[config.mk]
export PLATFORM = sky130hd
export DESIGN_NAME = wr_skid_frontend
export DESIGN_NICKNAME = d
export VERILOG_FILES = /design/src/rtl/wr_skid_frontend.sv
export SDC_FILE = /design/constraint.sdc
export NUM_CORES = 1
export LEC_CHECK = 0
export CELL_PAD_IN_SITES_DETAIL_PLACEMENT = 2
export CELL_PAD_IN_SITES_GLOBAL_PLACEMENT = 2
export CORE_MARGIN = 8
export CORE_UTILIZATION = 29
export CTS_CLUSTER_DIAMETER = 150
export CTS_CLUSTER_SIZE = 14
export DETAILED_ROUTE_END_ITERATION = 8
export PLACE_DENSITY = 0.79
export SLEW_MARGIN = 20
export SYNTH_ARGS = -nofsm -noshare
export SYNTH_HDL_FRONTEND = slang
export SYNTH_SLANG_ARGS = --single-unit
export TNS_END_PERCENT = 100
[constraint.sdc]
create_clock -name wclk -period 1.75 [get_ports wclk]
set_input_delay 0.35 -clock wclk [delete_from_list [all_inputs] [get_ports wclk]]
set_output_delay 0.35 -clock wclk [all_outputs]
set_load 0.01 [all_outputs]
[src/rtl/wr_skid_frontend.sv]
// wr_skid_frontend
//   Write-side ingress stage for the async FIFO, in the write clock domain.
//   A 2-entry skid buffer (head/tail) sits between a valid/ready upstream
//   stream and the write-pointer handler. s_ready comes only from the
//   buffer state and wrst, so wfull never reaches s_ready combinationally.
//
// Ports
//   wclk        write clock, rising edge
//   wrst        synchronous active-high reset
//   s_valid     upstream word valid
//   s_data      upstream word
//   s_ready     upstream may transfer this cycle
//   wdata       head word presented to FIFO memory
//   winc        write request to pointer handler / memory
//   wfull       registered full flag from the write-pointer handler
//   accept_cnt  saturating count of accepted words   (WR_FRONTEND_STATS_EN)
//   stall_cnt   saturating count of wfull-blocked cycles (WR_FRONTEND_STATS_EN)
//
// Configuration
//   WR_FRONTEND_STATS_EN : when defined, adds the two statistics counters
//                          and their ports. Default build leaves it undefined.

module wr_skid_frontend #(
  parameter int DATA_SIZE = 8,
  parameter int CNT_SIZE  = 32
) (
  input  logic                 wclk,
  input  logic                 wrst,
  input  logic                 s_valid,
  input  logic [DATA_SIZE-1:0] s_data,
  output logic                 s_ready,
  output logic [DATA_SIZE-1:0] wdata,
  output logic                 winc,
  input  logic                 wfull
`ifdef WR_FRONTEND_STATS_EN
  ,
  output logic [CNT_SIZE-1:0]  accept_cnt,
  output logic [CNT_SIZE-1:0]  stall_cnt
`endif
);

  typedef enum logic [1:0] {
    EMPTY = 2'd0,
    ONE   = 2'd1,
    TWO   = 2'd2
  } state_t;

  state_t               state;
  logic [DATA_SIZE-1:0] head;
  logic [DATA_SIZE-1:0] tail;
  logic                 push;
  logic                 pop;

  // Output decodes. Forcing the outputs quiet while wrst is high keeps
  // stale buffer contents from leaking out during the reset cycle.
  assign s_ready = (state != TWO) & ~wrst;
  assign winc    = (state != EMPTY) & ~wfull & ~wrst;
  assign wdata   = wrst ? '0 : head;

  assign push = s_valid & s_ready;
  assign pop  = winc;

  // Skid buffer FSM. head always holds the oldest word; tail is only
  // occupied in TWO, and shifts into head when that word drains.
  always_ff @(posedge wclk) begin
    if (wrst) begin
      state <= EMPTY;
      head  <= '0;
      tail  <= '0;
    end else begin
      case (state)
        EMPTY: begin
          if (push) begin
            state <= ONE;
            head  <= s_data;
          end
        end
        ONE: begin
          if (push && pop) begin
            head <= s_data;
          end else if (push) begin
            state <= TWO;
            tail  <= s_data;
          end else if (pop) begin
            state <= EMPTY;
          end
        end
        TWO: begin
          // s_ready is low here, so a pop is the only possible event.
          if (pop) begin
            state <= ONE;
            head  <= tail;
          end
        end
        default: begin
          state <= EMPTY;
        end
      endcase
    end
  end

`ifdef WR_FRONTEND_STATS_EN
  // Statistics counters saturate at all-ones rather than wrapping.
  always_ff @(posedge wclk) begin
    if (wrst) begin
      accept_cnt <= '0;
      stall_cnt  <= '0;
    end else begin
      if (push && (accept_cnt != '1)) begin
        accept_cnt <= accept_cnt + CNT_SIZE'(1);
      end
      if ((state != EMPTY) && wfull && (stall_cnt != '1)) begin
        stall_cnt <= stall_cnt + CNT_SIZE'(1);
      end
    end
  end
`else
  // Counter width is only meaningful when statistics are enabled.
  logic [CNT_SIZE-1:0] unused_cnt_width;
  assign unused_cnt_width = '0;
`endif

endmodule

==> qor.csv, run 1 <==
stage,metric,value,unit
logic_synthesis,ys_ff_latch,18,
worst_setup_path,end_kind,primary output,
timing,post-route-period-util,97.7,%
timing,fmax,0.585,GHz
worst_setup_path,path_class,primary input to primary output,
die,pin_count,22,
global_route,antenna_found_initial,0,
global_route,busiest_layer,met2,
timing,layout_setup_ws,40.4,ps
place,place_hpwl,2.22,mm
final_layout,syn2layout_area_growth,32.7,%
drt,num_vias,906,
logic_synthesis,syn_inst,114,
timing,whs,501,ps
timing,slew_headroom,73.8,%
logic_synthesis,avgSynthCellArea,8.69,um^2
global_route,grt_pass1_wl,4.82,mm
timing,finClkSkew,6.01,ps
drt,drtIter0Drc,34,
drt,drc,0,
cts,cts_buffers,3,
logic_synthesis,synth.distinct_cells,26,
die,die_w,74.5,um
timing,hold_viol,0,
logic_synthesis,ys_top_cells_by_area,"dfxtp_1, a311oi_2, nor2b_1",
cts,ctsHtreeMaxLevel,1,
worst_hold_path,hold_path.class,flop to flop,
logic_synthesis,synth_fp_nets,126,
global_route,grt_use_met3,1.89,%
drt,wl_per_cell,15.6,um
die,coreArea,3310,um^2
drt,drt_first_pass_iters,3,
timing,finalSetupViolations,0,
timing,tightest_slew,391,ps
worst_setup_path,cp_max_fo,10,
logic_synthesis,ys_seq_area_share,36.4,%
timing,slew_violations,0,
logic_synthesis,synth_area,991,um^2
cts,cts-root-buf,clkbuf_4,
global_route,use_met1,14.4,%
final_layout,diodes,0,
drt,ant_nets,0,
worst_setup_path,worstPathArrival,1360,ps
global_route,grt_max_degree,13,
timing,rsz0062_at_grt,no,
run,max_cap_viol_count,0,
power,p_leak,0.482,nW
final_layout,drive_above_1_share,23.7,%
place,portBuffers,21,
timing,finalSetupTns,0,ps
die,dieArea,5540,um^2
cts,cts_tree,done,
die,die_h,74.5,um
cts,cts_sinks,18,
global_route,gr-usage-all-layers,11.1,%
drt,routed_wl,2.89,mm
worst_setup_path,required,1400,ps
die,placementRows,21,
timing,post-route-min-period,1710,ps
cts,clkLatencyLatePin,300,ps
logic_synthesis,synth_area_leader_cell,dfxtp_1,
power,ir_drop,0.000192,V
logic_synthesis,ys_warn_count,0,
worst_setup_path,critPathLaunchType,primary input,
cts,cts_max_path_buffers,2,
place,place_ws,-290,ps
final_layout,final_nets,152,
place,gp_congestion,0.756,
outcome,status,"complete, no violations",
cts,post_cts_buffers,0,
final_layout,fillCellCount,376,
global_route,grt_pass1_vias,978,
die,initial_core_util,29.9,%
power,power_density,690,nW/um^2
global_route,use_met2,16.8,%
cts,clk_pin_slew,110,ps
final_layout,layout_common_cells,"nand2_1, dfxtp_1, clkdlybuf4s50_1, buf_4",
global_route,globalRouteOverflowTotal,0,
drt,drt-vias-per-instance,4.90,
logic_synthesis,yosysTopAreaCellShare,36.4,%
[flip-flops by register name, indices dropped and copies added (netlist names)]
name   cells
head       8
state      2
tail       8
[cell families after synthesis]
logic type / count (synthesis) / synth area share (%)
buffers and inverters: 12 / 7.20
and+or+nand+nor: 47 / 25.8
DFF: 18 / 36.4
AOI/OAI and AO/OA: 37 / 30.7
[Yosys cell counts]
cell      instances
dfxtp_1          18
nand2_1          16
nor2b_1          10
a21oi_1           9
a211oi_1          8
a311oi_2          8
nand3_1           8
o21ai_1           8
buf_2             6
nor2_1            4
buf_6             2
clkbuf_1          2
nand2b_1          2
a211o_1           1
a21o_1            1
a21o_4            1
a22oi_1           1
and2_0            1
buf_1             1
buf_4             1
nand2_2           1
nand3b_1          1
nor3_1            1
nor3b_2           1
nor3b_4           1
or3b_1            1
[layer usage]
| metal | vias to the layer above | wire length, um |
|---|---|---|
| met5 | - | 0 |
| met3 | 4 | 92 |
| met4 | 0 | 58 |
| li1 | 456 | - |
| met1 | 433 | 1380 |
| met2 | 13 | 1360 |
[critical path, stage by stage]
cell and delay, ps:
clkdlybuf4s50_1 520, buf_6 160, nor2b_1 50, dlygate4sd2_1 280
[worst paths after layout]
check	from	to	slack [ps]	cells past startpoint
min	tail[7]	tail[7]	500	2
min reg2reg	tail[7]	tail[7]	500	2
max reg2reg	state[1]	head[7]	360	4
max	wrst	wdata[1]	40	4
[where the power goes]
group	internal [mW]	switching, mW
clock network	0.127	0.144
registers	0.431	0.0141
logic	0.0970	0.0937
[cell type report]
type                       instances  area (um^2)  area share (%)
tap                               46         57.6            4.38
clock buffer                       4         36.3            2.76
timing repair buffer              33          294            22.4
sequential                        18          363            27.6
multi-input combinational         84          564            42.9
[timing repair]
item,in CTS,in global routing
hold buffers,0,0
pin swaps,0,0
endpoints found under the setup margin,10,18
resized for setup,12,10
cloned,0,0
[per-stage QoR]
stage / std cells / instance area [um^2] / power [mW] / utilization, %
finish: 185 / 1320 / 0.907 / 39.7
global route: 185 / 1320 / 0.958 / 39.7
CTS: 185 / 1310 / 0.911 / 39.5
detailed placement: 181 / 1280 / 0.654 / 38.6
global placement: 181 / 1280 / 0.645 / 38.6
floorplan: 114 / 991 / 0.568 / -
Note: power is estimated with default switching activity, not from simulation.
==> run 2, diff against run 1 <==
- CTS_CLUSTER_SIZE: 14 -> default
==> results of run 2 <==
The final DEF is identical to that of run 1; final timing and power are the same.
==> run 3, diff against run 2 <==
- CORE_UTILIZATION: 29 -> 35
- DONT_BUFFER_PORTS: default -> 1
- PLACE_DENSITY: 0.79 -> 0.76
==> run 3 against run 2 <==
Net effect: non-clock buffer count shrank 32; sequential power about the same; first-iteration DRC count decreased by 5.9%; maximum frequency grew 9.3%; combinational power fell by 41%; register-to-register slack worse by 90 ps; flip-flop and latch count stayed put; final area decreased by 24%; hold slack worse by 410 ps; clock power is essentially flat; sequential share of layout area increased by 8.5 points; critical path type is now flop to primary output; largest cell class unchanged; largest power group unchanged.
==> qor.csv, run 3 (synthesized netlist as in run 1, its figures left out) <==
stage,metric,value,unit
global_route,grt_pass1_wl,4.46,mm
final_layout,stdcell_area,1000,um^2
drt,routed_wl,2.68,mm
worst_hold_path,hold_path.class,primary input to flop,
worst_setup_path,r2r-start,state[1],
final_layout,diodes,0,
worst_setup_path,critPathLaunchType,flop,
place,place_hpwl,1.89,mm
cts,cts_tree,done,
die,initial_core_util,36.2,%
place,dpl_cell_area,966,um^2
cts,clkLatencyLatePin,300,ps
drt,drtIter0Drc,32,
global_route,gr-usage-all-layers,11.0,%
final_layout,syn2layout_area_growth,1.39,%
place,placed_cells,134,
timing,finalSetupTns,0,ps
place,gp_congestion,0.718,
place,portBuffers,0,
global_route,globalRouteOverflowTotal,0,
cts,ctsHtreeMaxLevel,1,
final_layout,reg_top3,"head: 8 flops, tail: 8 flops, state: 2 flops",
final_layout,final_nets,120,
power,p_leak,0.324,nW
drt,wl_per_cell,19.4,um
worst_setup_path,slowest_stage,dfxtp_2,
worst_setup_path,cp_max_fo,10,
worst_setup_path,worstRegToRegCells,3,
die,coreArea,2730,um^2
final_layout,fillCellCount,301,
cts,cts_sinks,18,
worst_setup_path,crit_buf_inv,1,
die,dieArea,4790,um^2
worst_hold_path,holdPathStages,1,
power,power_density,826,nW/um^2
die,die_h,69.2,um
timing,finClkSkew,3.72,ps
cts,cts_max_path_buffers,2,
worst_setup_path,reg2reg_to,head[2],
cts,cts-root-buf,clkbuf_4,
global_route,grt_pass1_vias,850,
global_route,grt_max_degree,31,
die,pin_count,22,
timing,fmax,0.639,GHz
worst_setup_path,path_class,flop to primary output,
worst_hold_path,hp-start,wrst,
timing,post-route-period-util,89.4,%
global_route,antenna_found_initial,0,
final_layout,fin_cells,138,
final_layout,layout_common_cells,"nand2_1, dfxtp_1, nor2b_1, a21oi_1",
worst_setup_path,crit_start,state[1],
drt,drc,0,
worst_hold_path,whs_endpoint,state[1],
die,die_w,69.2,um
timing,finalSetupViolations,0,
cts,cts_buffers,3,
power,power,0.830,mW
outcome,status,"complete, no violations",
drt,num_vias,812,
worst_setup_path,end_kind,primary output,
cts,clk_pin_slew,110,ps
drt,drt-vias-per-instance,5.88,
drt,ant_nets,0,
worst_setup_path,cp_cell_sequence,nor2b_1 > buf_4 > nor2_1,
worst_setup_path,worstPathArrival,1210,ps
timing,whs,90.6,ps
final_layout,drive_above_1_share,17.8,%
worst_setup_path,required,1400,ps
worst_setup_path,cp_top_family,flip-flops,
drt,drt_first_pass_iters,3,
timing,rsz0062_at_grt,no,
cts,hold_buffers,0,
worst_setup_path,slowest_delay,390,ps
run,max_cap_viol_count,0,
timing,post-route-min-period,1560,ps
timing,slew_violations,0,
timing,tightest_slew,624,ps
timing,slew_headroom,58.3,%
die,placementRows,19,
timing,hold_viol,0,
worst_setup_path,ff2ff_setup_slack,270,ps
power,ir_drop,0.000383,V
==> run 3: cell count changes in the layout (fill, tap and decap cells not counted), sizes merged <==
cell / delta
clkbuf: -1
buf: -11
dlygate4sd2: -4
clkdlybuf4s15: -5
clkdlybuf4s50: -11
==> run 3: area by class of cell <==
type | instances | area, um^2 | share of cell area, %
Multi-Input combinational cell | 84 | 559 | 55.7
Sequential cell | 18 | 363 | 36.1
Tap cell | 31 | 38.8 | 3.86
Clock buffer | 4 | 36.3 | 3.61
Timing Repair Buffer | 1 | 7.51 | 0.747
==> run 3: worst max path at each step <==
stage,endpoint,slack (ps),depth (start not counted)
global placement,head[2],330,3
detailed placement,head[2],240,3
floorplan,winc,380,3
finish,s_ready,190,3
global route,s_ready,100,3
CTS,s_ready,60,3
==> run 3: stage by stage <==
| step | utilization (%) | setup slack [ps] |
|---|---|---|
| floorplan | - | 383 |
| global route | 36.8 | 99.9 |
| CTS | 36.7 | 57.5 |
| detailed placement | 35.3 | 238 |
| finish | 36.8 | 186 |
| global placement | 35.3 | 330 |
==> run 3: what timing repair did <==
action	4_1_cts	5_1_grt
gates resized for setup	0	2
setup endpoints to repair	0	1
buffers inserted	0	0
==> run 3: report_power, final <==
| group | internal, mW | total [mW] | switching [mW] |
|---|---|---|---|
| logic | 0.0480 | 0.113 | 0.0654 |
| registers | 0.431 | 0.446 | 0.0149 |
| clock network | 0.127 | 0.270 | 0.143 |
==> run 3: per-layer routing <==
metal	vias up	GRT usage [%]	share of wire, %
met4	0	4.10	1.3
met5	-	0	0
met1	400	14.0	48
li1	395	-	-
met3	4	3.00	4.7
met2	13	17.2	46
==> RTL change (flow settings as in run 3) <==
`DATA_SIZE`: 8 -> 16.
--- a/src/rtl/wr_skid_frontend.sv
+++ b/src/rtl/wr_skid_frontend.sv
@@ -21,7 +21,7 @@
 //                          and their ports. Default build leaves it undefined.
 
 module wr_skid_frontend #(
-  parameter int DATA_SIZE = 8,
+  parameter int DATA_SIZE = 16,
   parameter int CNT_SIZE  = 32
 ) (
   input  logic                 wclk,
Interface: changed (resized s_data and wdata); port bits go from 22 to 38. No check against the original RTL was run, so the function may have changed too.
==> RTL change against run 3 <==
Synthesized area grew 63%. Wire length grew 68%. Cell area grew 71%. Register-to-register slack lost 0.02 ns. Setup slack lost 0.10 ns. Critical path depth is the same. Power grew 93%. Die area grew 47%. Non-clock buffer count grew 5. Clock skew is essentially flat. Sequential share of layout area grew 3.5 points. Sequential cell count grew 16. Critical endpoint unchanged. Largest cell class unchanged. Highest routed layer unchanged.
==> RTL change: results (changes against run 3) <==
{| class="wikitable"
! Metric !! Value
|-
| Overall Global Routing Usage || 13.3% (+2.2 points)
|-
| Via count of the first global-routing pass || 1479 (+74%)
|-
| Cell with the largest stage delay on the worst path || sky130_fd_sc_hd__dfxtp_1
|-
| H-tree level count || 2 (+1)
|-
| Hold Slack || 0.132 ns (+0.0416 ns)
|-
| Growth of design area from synthesis to finish || 6.11%
|-
| Number of distinct library cells after synthesis || 21 (-19%)
|-
| Yosys reg bits || 34 (+16)
|-
| Area fraction of clock buffers and clock inverters || 4.59% (+0.98 points)
|-
| Largest incremental delay on the critical path || 0.41 ns (+0.02 ns)
|-
| Sequential fraction of the synthesis area || 42.1% (+5.7 points)
|-
| Half-perimeter wire length of the detailed placement result || 3190 um (+69%)
|-
| Insertion delay of the later-clocked pin in the worst-skew pair || 0.28 ns (-0.02 ns)
|-
| Cell at the root of the clock tree || sky130_fd_sc_hd__clkbuf_8
|-
| Global-route wire length before repair || 7520 um (+68%)
|-
| Data arrival time of the critical path || 1.32 ns (+0.11 ns)
|-
| Clock-pin slew reported for the worst setup and hold paths after clock tree synthesis || 0.07 ns (-0.04 ns)
|-
| Setup WS pre-CTS || 0.0443 ns (-0.194 ns)
|-
| Reg2reg path depth || 4 (+1)
|-
| Clock-net power || 0.539 mW (+100%)
|-
| Detailed-router iteration count before antenna repair || 4 (+1)
|-
| Leading cell types by total area after synthesis || sky130_fd_sc_hd__dfxtp_1, sky130_fd_sc_hd__mux2i_1, sky130_fd_sc_hd__a211oi_2, sky130_fd_sc_hd__nor2b_1, sky130_fd_sc_hd__a21oi_1
|-
| Outcome || finished clean
|-
| Total nets after synthesis || 200 (+59%)
|-
| Most common library cells after synthesis || sky130_fd_sc_hd__dfxtp_1, sky130_fd_sc_hd__a21oi_1, sky130_fd_sc_hd__nor2b_1, sky130_fd_sc_hd__nor3_1
|}
-- RTL change: changes by cell type in the layout (fill, tap and decap cells not counted), moves of 9 or more --
| cell | run 3 | this run |
|---|---|---|
| sky130_fd_sc_hd__dfxtp_1 | 16 | 34 |
| sky130_fd_sc_hd__a211oi_2 | 0 | 10 |
| sky130_fd_sc_hd__a21oi_1 | 9 | 18 |
| sky130_fd_sc_hd__mux2i_1 | 0 | 16 |
| sky130_fd_sc_hd__nor3_1 | 1 | 17 |
-- RTL change: critical path, delay by kind of cell, from the launching register on --
kind / cells / cell delay, ns
simple gates: 2 / 0.42
flops: 1 / 0.41
buf+inv: 1 / 0.20
-- RTL change: metal layers --
metal | global-route usage, % | vias to the layer above | share of wire (%)
met4 | 4.71 | 0 | 0.89
met2 | 23.0 | 28 | 51
met1 | 14.1 | 628 | 41
met5 | 0 | - | 0
li1 | - | 624 | -
met3 | 5.27 | 5 | 7.8
